File: src/rtl/switch_debouncer.sv
// Two-flop synchroniser plus per-bit debounce FSM for raw board switches.
// Optional per-bit rise/fall pulses are built when SWITCH_DEBOUNCE_EDGE_EN is defined.
//
// state | meaning
// ------+------------------------------------------------------------
// IDLE  | synchronised level matches sw_clean[i]; counter held at 0
// COUNT | level differs from sw_clean[i]; counter advances each cycle
module switch_debouncer #(
  parameter int WIDTH           = 4,
  parameter int DEBOUNCE_CYCLES = 1250000,
  parameter int CNT_W           = 24
) (
  input  logic             clock,
  input  logic             reset,
  input  logic [WIDTH-1:0] sw_raw,
  output logic [WIDTH-1:0] sw_clean,
  output logic             changed,
  output logic [WIDTH-1:0] rise,
  output logic [WIDTH-1:0] fall
);

  typedef enum logic {
    IDLE  = 1'b0,
    COUNT = 1'b1
  } state_t;

  // Terminal count: the toggle fires on the edge where the counter already holds this.
  localparam logic [CNT_W-1:0] CNT_TC = CNT_W'(DEBOUNCE_CYCLES - 1);

  logic [WIDTH-1:0] s1;
  logic [WIDTH-1:0] s2;
  logic [WIDTH-1:0] mismatch;
  logic [WIDTH-1:0] toggle;

  state_t           state_q [WIDTH];
  state_t           state_d [WIDTH];
  logic [CNT_W-1:0] cnt_q   [WIDTH];
  logic [CNT_W-1:0] cnt_d   [WIDTH];

  always_ff @(posedge clock) begin
    if (reset) begin
      s1 <= '0;
      s2 <= '0;
    end else begin
      s1 <= sw_raw;
      s2 <= s1;
    end
  end

  assign mismatch = s2 ^ sw_clean;

  always_comb begin
    for (int i = 0; i < WIDTH; i++) begin
      state_d[i] = state_q[i];
      cnt_d[i]   = '0;
      toggle[i]  = 1'b0;
      unique case (state_q[i])
        IDLE: begin
          if (mismatch[i]) begin
            if (CNT_TC == '0) begin
              toggle[i] = 1'b1;
            end else begin
              state_d[i] = COUNT;
              cnt_d[i]   = CNT_W'(1);
            end
          end
        end
        COUNT: begin
          if (!mismatch[i]) begin
            state_d[i] = IDLE;
          end else if (cnt_q[i] == CNT_TC) begin
            toggle[i]  = 1'b1;
            state_d[i] = IDLE;
          end else begin
            cnt_d[i] = cnt_q[i] + CNT_W'(1);
          end
        end
        default: state_d[i] = IDLE;
      endcase
    end
  end

  // A reset edge wins over a count that would have completed on the same edge.
  always_ff @(posedge clock) begin
    if (reset) begin
      for (int i = 0; i < WIDTH; i++) begin
        state_q[i] <= IDLE;
        cnt_q[i]   <= '0;
      end
      sw_clean <= '0;
      changed  <= 1'b0;
    end else begin
      for (int i = 0; i < WIDTH; i++) begin
        state_q[i] <= state_d[i];
        cnt_q[i]   <= cnt_d[i];
      end
      sw_clean <= sw_clean ^ toggle;
      changed  <= |toggle;
    end
  end

`ifdef SWITCH_DEBOUNCE_EDGE_EN
  logic [WIDTH-1:0] rise_q;
  logic [WIDTH-1:0] fall_q;

  always_ff @(posedge clock) begin
    if (reset) begin
      rise_q <= '0;
      fall_q <= '0;
    end else begin
      rise_q <= toggle & ~sw_clean;
      fall_q <= toggle & sw_clean;
    end
  end

  assign rise = rise_q;
  assign fall = fall_q;
`else
  assign rise = '0;
  assign fall = '0;
`endif

endmodule

File: config.mk
export PLATFORM = sky130hd
export DESIGN_NAME = switch_debouncer
export DESIGN_NICKNAME = d
export VERILOG_FILES = /design/src/rtl/switch_debouncer.sv
export SDC_FILE = /design/constraint.sdc
export NUM_CORES = 1
export LEC_CHECK = 0
export BUFFER_PORTS_ARGS = -buffer_cell sky130_fd_sc_hd__buf_2
export CORE_ASPECT_RATIO = 1.75
export CORE_MARGIN = 5
export CORE_UTILIZATION = 46
export DETAILED_ROUTE_END_ITERATION = 6
export GPL_ROUTABILITY_DRIVEN = 0
export MAX_ROUTING_LAYER = met4
export PLACE_DENSITY = 0.66
export SKIP_CTS_REPAIR_TIMING = 1
export SLEW_MARGIN = 20
export SYNTH_ARGS = -nofsm -noshare
export SYNTH_HDL_FRONTEND = slang
export SYNTH_SLANG_ARGS = --single-unit
File: constraint.sdc
create_clock -name clock -period 2 [get_ports clock]
set_input_delay 0.3 -clock clock [delete_from_list [all_inputs] [get_ports clock]]
set_output_delay 0.3 -clock clock [all_outputs]
set_load 0.005 [all_outputs]
==> flow_metrics.py, run 1 <==
metrics = {
    "power": {
        "p_switching_uw": 1042,
        "internal_power_uw": 4522,
        "power_frac_comb_pct": 0.6,
        "p_sw_share_pct": 18.73,
        "worst_ir_drop_vdd_uv": 708.3,
        "p_clk_share_pct": 58.5,
        "finalPower_uw": 5564,
        "cellPowerDensity_nw_per_um2": 889.9,
        "seq_power_share_pct": 40.8,
        "p_leak_uw": 0.001949,
    },
    "routing": {
        "vias_per_cell": 5.741,
        "post_drt_wl_per_cell_um": 14.21,
        "final_antenna_net_count": 0,
        "drt_wl_total_um": 11340,
        "drc_errors": 0,
        "drt_iter0_markers": 175,
        "dr_total_vias": 4581,
        "first_pass_iters": 4,
    },
    "worst_setup_path": {
        "worstSetupStartpoint": "cnt_q[0][10]$_SDFF_PP0_",
        "endpoint_kind": "flop",
        "cp_data_arrival_time_ns": 2.27,
        "critPathKind": "reg2reg",
        "path_delay_family": "simple AND/OR/NAND/NOR gates",
        "worst-path-buf-inv": 0,
        "crit_slowest_cell": "or4_1",
        "reg2reg_slack_ns": 0.09,
        "crit_fanout": 6,
        "setup.worst_path.start_class": "flop",
        "r2r-start": "cnt_q[0][10]$_SDFF_PP0_",
        "max_stage_delay_ns": 0.64,
        "required_ns": 2.35,
        "r2r_end": "cnt_q[0][18]$_SDFF_PP0_",
        "path_cells": "nand4_1, or4_1, or3_1, a21oi_1",
        "rr_worst_depth": 4,
    },
    "sta": {
        "clock.fmax_mhz": 522.3,
        "min_period_ns": 1.915,
        "setup_viol": 0,
        "finalSetupTns_ns": 0,
        "hold_violations": 0,
        "rsz0062_at_grt": "false",
        "fin_worst_skew_ns": 0.01377,
        "finalMaxSlewViolations": 0,
        "period_share_pct": 95.74,
    },
    "finish": {
        "final_cell_mix": "dfxtp_1, nor2_1, a21oi_1",
        "fill_cells": 1010,
        "regArea_um2": 2262,
        "postLayoutCoreUtil_pct": 56.31,
        "final_common_cell": "dfxtp_1",
        "num_antenna_cells": 0,
        "multi_input_area_um2": 2771,
        "nets": 663,
        "drive_gt1_share_pct": 13.21,
        "area_growth_pct": 20.26,
    },
    "status": {
        "status": "finished clean",
    },
    "clock_tree": {
        "clock_latency_ns": 0.42,
        "htree_levels": 4,
        "cts_buffer_depth": 2,
        "cts_num_sinks": 113,
        "cts_root_buffer": "clkbuf_16",
        "clkTransAtPathRegs_ns": 0.05,
        "cts_tree": "built",
        "numCtsBuffers": 17,
    },
    "die": {
        "ios": 19,
        "core_um2": 11100,
        "dieArea_um2": 13610,
        "rows": 51,
        "start_util_pct": 46.82,
        "die_h_um": 150.6,
        "die_w_um": 90.36,
    },
    "hold_path": {
        "holdPathStages": 2,
        "min_to": "s1[0]$_SDFF_PP0_",
        "hold_path_class": "in2reg",
        "hold_start": "sw_raw[0]",
    },
    "global_route": {
        "grt_pass1_wl_um": 19840,
        "grt_overflow": 0,
        "grt_max_degree": 24,
        "grt_util_all_layers_pct": 18.20,
        "grt_pass1_vias": 4613,
        "antenna_found_initial": 0,
    },
    "logic_synthesis": {
        "synthArstFlopShare_pct": 0,
        "seq_area_frac_synth_pct": 43.51,
        "yosys_warnings": 0,
        "synth_cell_type_count": 37,
        "ys_ff_latch": 113,
        "synth_cells": 609,
        "synth_area_um2": 5199,
        "avgSynthCellArea_um2": 8.537,
        "synth-edff-count": 0,
        "synth_ff_type": "dfxtp_1",
    },
    "run": {
        "maxCapViolCount": 0,
    },
    "placement": {
        "port-buffer-count": 10,
        "dp_hpwl_um": 8071,
    },
}
==> routing by layer <==
metal  part of all wire (%)  wire length, um  up-vias  global-route usage, %
li1                       -                -     2299                      -
met1                     41             4593     2204                  17.59
met2                     54             6140       54                  33.21
met3                    2.7              304       24                  4.650
met4                    2.6              300        0                  9.314
met5                      0                0        -                      -
==> power by group through the flow <==
stage / Combinational [uW] / Clock (uW) / Sequential (uW)
2_1_floorplan: 35.0 / 0 / 2320
3_3_place_gp: 34.8 / 0 / 2320
3_5_place_dp: 35.5 / 0 / 2320
4_1_cts: 35.6 / 3320 / 2270
5_1_grt: 41.1 / 3460 / 2270
6_report: 35.6 / 3260 / 2270
==> cell families (layout without fill, tap and decap cells) <==
family	after synthesis	after routing	share of synthesized area, %
simple gates	290	290	30.97
flops	113	113	43.51
compound gates	99	99	11.22
xor+xnor	55	55	9.266
buf+inv	47	97	3.995
fa+ha+maj	4	4	0.9627
other cells	1	8	0.07213
==> sequential cells by signal, summed over array words and instances (netlist names) <==
| register | flops |
|---|---|
| sw_clean | 4 |
| changed | 1 |
| state_q | 4 |
| cnt_q | 96 |
| s2 | 4 |
| s1 | 4 |
==> worst max-delay path by stage <==
stage,end,slack [ns],depth (start not counted)
after floorplan,cnt_q[1][23]$_SDFF_PP0_,0.07,5
after global placement,cnt_q[2][22]$_SDFF_PP0_,0.13,5
after detailed placement,cnt_q[1][23]$_SDFF_PP0_,0.09,4
final,cnt_q[0][18]$_SDFF_PP0_,0.09,4
after CTS,cnt_q[1][23]$_SDFF_PP0_,0.07,4
after global routing,cnt_q[1][23]$_SDFF_PP0_,0.002,4
==> metrics by stage <==
step / worst slack, ns / cells / hold slack, ns / cell area (um^2)
after detailed placement: 0.09457 / 765 / 0.4283 / 5579
after CTS: 0.06552 / 797 / 0.08108 / 6228
after global placement: 0.1334 / 765 / 0.4224 / 5579
after floorplan: 0.07028 / 616 / 0.3716 / 5225
final: 0.08524 / 798 / 0.09158 / 6252
after global routing: 0.002424 / 798 / 0.09984 / 6252
==> synth_stat cells (all sizes together), types with 19 or more instances <==
master | count | share of area (%)
dfxtp | 113 | 44
nor2 | 68 | 4.9
a21oi | 49 | 4.7
nand2 | 36 | 2.6
nand4 | 32 | 4.1
nand3 | 31 | 3.0
xnor2 | 31 | 5.2
or3 | 24 | 2.9
xor2 | 24 | 4.0
or4 | 22 | 3.2
o21ai | 20 | 1.9
clkbuf | 19 | 1.4
==> final cells by class <==
cell class | instances | share of cell area, %
Timing Repair Buffer | 46 | 5.323
Tap cell | 132 | 2.642
Clock buffer | 23 | 7.965
Sequential cell | 113 | 36.18
Clock inverter | 9 | 2.421
Inverter | 19 | 1.141
Multi-Input combinational cell | 456 | 44.33
Note: power is estimated with default switching activity, not from simulation.
==> run 2: changes to the inputs <==
- CELL_PAD_IN_SITES_DETAIL_PLACEMENT: unset -> 2
- CELL_PAD_IN_SITES_GLOBAL_PLACEMENT: unset -> 2
- CORE_UTILIZATION: 46 -> 34
- PLACE_DENSITY: 0.66 -> 0.75
==> run 2 against run 1 <==
Against the previous run:
- non-clock buffer count rose by 12
- routed wire length rose by 39%
- critical endpoint is now cnt_q[1][23]$_SDFF_PP0_
- global-route usage rose by 0.63 points
- largest power group unchanged
- utilization fell by 13 points
==> flow_metrics.py, run 2 (synthesis results as in run 1) <==
metrics = {
    "worst_setup_path": {
        "worst-path-buf-inv": 0,
        "setup.worst_path.start_class": "flop",
        "path_cells": "nand4_1, or4_1, or4_1, a21oi_1",
        "required_ns": 2.35,
        "cp_common_cell": "or4_1",
        "endpoint_kind": "flop",
        "cp_data_arrival_time_ns": 2.28,
        "path_delay_family": "simple AND/OR/NAND/NOR gates",
        "crit_slowest_cell": "or4_1",
        "critPathKind": "reg2reg",
        "max_stage_delay_ns": 0.60,
        "crit_fanout": 4,
    },
    "die": {
        "rows": 59,
        "die_w_um": 103.5,
        "core_um2": 14990,
        "start_util_pct": 34.69,
        "ios": 19,
        "dieArea_um2": 17960,
        "die_h_um": 173.6,
    },
    "run": {
        "maxCapViolCount": 0,
    },
    "clock_tree": {
        "cts_buffer_depth": 2,
        "clkTransAtPathRegs_ns": 0.06,
        "numCtsBuffers": 17,
        "htree_levels": 4,
        "cts_root_buffer": "clkbuf_16",
        "cts_tree": "built",
        "cts_num_sinks": 113,
        "clock_latency_ns": 0.42,
    },
    "sta": {
        "finalSetupTns_ns": 0,
        "fin_worst_skew_ns": 0.01440,
        "rsz0062_at_grt": "true",
        "hold_violations": 0,
        "finalMaxSlewViolations": 0,
        "relSlewSlack_pct": 65.87,
        "period_share_pct": 96.52,
        "tightestPinTransition_ns": 0.5108,
        "clock.fmax_mhz": 518.0,
        "setup_viol": 0,
        "min_period_ns": 1.930,
    },
    "routing": {
        "final_antenna_net_count": 0,
        "drt_iter0_markers": 141,
        "first_pass_iters": 5,
        "post_drt_wl_per_cell_um": 18.33,
        "drt_wl_total_um": 15760,
        "vias_per_cell": 5.617,
        "dr_total_vias": 4831,
        "drc_errors": 0,
    },
    "placement": {
        "dp_hpwl_um": 11090,
        "placed_area_um2": 5690,
        "dp.cells": 824,
        "port-buffer-count": 10,
    },
    "finish": {
        "final_common_cell": "dfxtp_1",
        "fin_cells": 860,
        "largest_reg_flops": 96,
        "final_cell_mix": "dfxtp_1, nor2_1, a21oi_1, buf_4, nand2_1",
        "postLayoutCoreUtil_pct": 42.86,
        "num_antenna_cells": 0,
        "design_area_um2": 6422,
        "area_growth_pct": 23.54,
        "drive_gt1_share_pct": 15.51,
        "nets": 675,
        "top_register": "cnt_q",
    },
    "global_route": {
        "grt_pass1_vias": 5354,
        "grt_overflow": 0,
        "grt_pass1_wl_um": 26210,
        "antenna_found_initial": 0,
        "grt_max_degree": 17,
        "grt_util_all_layers_pct": 18.83,
    },
    "power": {
        "p_leak_uw": 0.002000,
        "cellPowerDensity_nw_per_um2": 888.3,
        "worst_ir_drop_vdd_uv": 450.0,
    },
    "status": {
        "status": "finished clean",
    },
    "hold_path": {
        "hold_path_class": "in2reg",
    },
}
-- run 2: worst reg2reg max path: cells and delay by family, from the launching register on --
kind,cells,cell delay (ns)
DFF,1,0.40
AOI/OAI and AO/OA,1,0.14
and+or+nand+nor,3,1.32
-- run 2: final timing paths --
kind / startpoint / endpoint / slack (ns) / cells past startpoint
max: cnt_q[1][7]$_SDFF_PP0_ / cnt_q[1][23]$_SDFF_PP0_ / 0.07 / 4
min: sw_raw[2] / s1[2]$_SDFF_PP0_ / 0.09 / 2
max reg2reg: cnt_q[1][7]$_SDFF_PP0_ / cnt_q[1][23]$_SDFF_PP0_ / 0.07 / 4
min reg2reg: s1[3]$_SDFF_PP0_ / s2[3]$_SDFF_PP0_ / 0.44 / 1
-- run 2: cell type report --
type	instances	area, um^2
well taps	183	229.0
inverters	19	71.32
clock inverters	10	181.4
fillers	1681	8563
flip-flops and latches	113	2265
clock buffers	21	470.5
multi-input cells	456	2795
repair buffers	58	410.4
-- run 2: power by group --
| group | switching [uW] | total [uW] | internal, uW | leakage [uW] |
|---|---|---|---|---|
| Clock | 1100 | 3390 | 2300 | 0.000319 |
| Sequential | 6.60 | 2270 | 2260 | 0.000913 |
| Combinational | 25.9 | 40.6 | 14.8 | 0.000768 |
| Total | 1130 | 5710 | 4580 | 0.00200 |
-- run 2: stage by stage --
step | total power [uW] | worst slack [ns] | hold slack, ns
5_1_grt | 5895 | -0.04013 | 0.08468
3_3_place_gp | 2356 | 0.1120 | 0.4265
4_1_cts | 5781 | -0.07891 | 0.07300
2_1_floorplan | 2352 | 0.07028 | 0.3716
6_report | 5705 | 0.06950 | 0.08536
3_5_place_dp | 2359 | 0.03799 | 0.4318
-- run 2: per-layer routing --
layer / track usage (%) / wire [um] / vias to the layer above
li1: - / - / 2313
met1: 19.44 / 6126 / 2425
met2: 33.87 / 8915 / 60
met3: 3.625 / 278 / 33
met4: 7.401 / 439 / 0
met5: - / 0 / -
==> run 3: changes to the inputs <==
- CORE_UTILIZATION: 34 -> 36
- CTS_BUF_LIST: unset -> sky130_fd_sc_hd__clkbuf_4 sky130_fd_sc_hd__clkbuf_8
- PLACE_DENSITY: 0.75 -> 0.79
==> run 3 against run 2 <==
Against the previous run:
- fmax decreased by 0.21%
- global-route usage increased by 2.7 points
- register-to-register slack about the same
- clock power decreased by 17%
- sequential share of layout area increased by 0.40 points
- count of clock-buffer cells in the layout rose by 2
- hold slack got worse by 0.0078 ns
- routed wire length grew 10%
- critical endpoint is now sw_clean[2]$_SDFF_PP0_
- highest routed layer unchanged
==> flow_metrics.py, run 3 (synthesis results as in run 1) <==
metrics = {
    "status": {
        "status": "finished clean",
    },
    "global_route": {
        "grt_overflow": 0,
        "grt_max_degree": 24,
        "grt_pass1_vias": 5632,
        "grt_util_all_layers_pct": 21.49,
        "grt_pass1_wl_um": 28400,
        "antenna_found_initial": 0,
    },
    "power": {
        "internal_power_uw": 4068,
        "power_frac_comb_pct": 0.9,
        "p_switching_uw": 1048,
        "p_leak_uw": 0.001978,
        "p_sw_share_pct": 20.49,
        "worst_ir_drop_vdd_uv": 347.6,
        "p_clk_share_pct": 54.8,
        "cellPowerDensity_nw_per_um2": 805.5,
        "seq_power_share_pct": 44.3,
    },
    "sta": {
        "finalMaxSlewViolations": 0,
        "period_share_pct": 96.73,
        "min_period_ns": 1.935,
        "finalSetupTns_ns": 0,
        "setup_viol": 0,
        "setup_ws_ns": 0.06548,
        "fin_worst_skew_ns": 0.01293,
        "hold_violations": 0,
        "clock.fmax_mhz": 516.9,
    },
    "finish": {
        "area_growth_pct": 22.17,
        "top_register": "cnt_q",
        "nets": 682,
        "final_common_cell": "dfxtp_1",
        "largest_reg_flops": 96,
        "final_cell_mix": "dfxtp_1, nor2_1, buf_4",
        "fill_cells": 1585,
        "drive_gt1_share_pct": 17.08,
        "num_antenna_cells": 0,
        "postLayoutCoreUtil_pct": 44.43,
    },
    "die": {
        "die_h_um": 169.0,
        "core_um2": 14300,
        "die_w_um": 100.8,
        "start_util_pct": 36.36,
        "rows": 58,
        "dieArea_um2": 17040,
        "ios": 19,
    },
    "worst_setup_path": {
        "setup.worst_path.start_class": "flop",
        "crit_fanout": 6,
        "rr_worst_depth": 4,
        "r2r_end": "sw_clean[2]$_SDFF_PP0_",
        "required_ns": 2.36,
        "cp_data_arrival_time_ns": 2.29,
        "reg2reg_slack_ns": 0.07,
        "endpoint_kind": "flop",
        "r2r-start": "cnt_q[2][12]$_SDFF_PP0_",
        "critPathKind": "reg2reg",
    },
    "routing": {
        "first_pass_iters": 5,
        "final_antenna_net_count": 0,
        "vias_per_cell": 5.680,
        "dr_total_vias": 4913,
        "drc_errors": 0,
        "post_drt_wl_per_cell_um": 20.08,
        "drt_iter0_markers": 98,
        "drt_wl_total_um": 17370,
    },
    "placement": {
        "dp_hpwl_um": 11610,
        "place_ws_ns": 0.01175,
        "port-buffer-count": 10,
    },
    "hold_path": {
        "min_to": "s1[3]$_SDFF_PP0_",
        "holdPathStages": 2,
        "hold_path_class": "in2reg",
        "hold_start": "sw_raw[3]",
    },
    "clock_tree": {
        "cts_buffer_depth": 2,
        "htree_levels": 4,
        "cts_root_buffer": "clkbuf_8",
        "cts_tree": "built",
        "clkTransAtPathRegs_ns": 0.07,
        "numCtsBuffers": 17,
        "cts_num_sinks": 113,
        "clock_latency_ns": 0.45,
    },
    "run": {
        "maxCapViolCount": 0,
    },
}
==> run 3: metrics by stage <==
stage | std cells | area [um^2] | total power (uW) | hold slack, ns
finish | 865 | 6351 | 5116 | 0.07755
global route | 865 | 6351 | 5276 | 0.06071
CTS | 855 | 6223 | 5169 | 0.05113
detailed placement | 823 | 5714 | 2362 | 0.4373
global placement | 823 | 5714 | 2358 | 0.4278
floorplan | 616 | 5225 | 2352 | 0.3716
==> run 3: layout make-up <==
type | instances | area (um^2) | area share, %
Timing Repair Buffer | 65 | 475.5 | 7.486
Clock inverter | 9 | 198.9 | 3.132
Inverter | 19 | 71.32 | 1.123
Tap cell | 180 | 225.2 | 3.546
Sequential cell | 113 | 2265 | 35.66
Multi-Input combinational cell | 456 | 2805 | 44.17
Clock buffer | 23 | 310.3 | 4.886
==> run 3: power by group through the flow <==
stage	Combinational (uW)	Clock (uW)	Sequential, uW
after floorplan	35.0	0	2320
after global placement	39.9	0	2320
after detailed placement	41.9	0	2320
after CTS	44.0	2860	2270
after global routing	50.4	2960	2270
final	44.9	2800	2270
==> run 3: metal layers <==
metal	wire (um)	track usage [%]
met1	6434	19.98
met2	10110	41.09
met3	330	4.247
met4	499	9.443
met5	0	-
==> run 3: worst max-delay path by stage <==
stage	slack [ns]	from	endpoint	cells after the start
CTS	-0.12	cnt_q[1][13]$_SDFF_PP0_	cnt_q[1][4]$_SDFF_PP0_	5
global placement	0.13	cnt_q[1][0]$_SDFF_PP0_	cnt_q[1][23]$_SDFF_PP0_	4
global route	-0.09	cnt_q[2][12]$_SDFF_PP0_	sw_clean[2]$_SDFF_PP0_	4
detailed placement	0.01	cnt_q[0][1]$_SDFF_PP0_	cnt_q[0][18]$_SDFF_PP0_	5
floorplan	0.07	cnt_q[1][2]$_SDFF_PP0_	cnt_q[1][23]$_SDFF_PP0_	5
finish	0.07	cnt_q[2][12]$_SDFF_PP0_	sw_clean[2]$_SDFF_PP0_	4
==> run 3: worst max-delay path, stage by stage (launching register included) <==
cell and delay, ns:
dfxtp_1 0.44, nor4bb_1 0.38, nand4_1 0.29, or4_1 0.55, a21oi_1 0.21
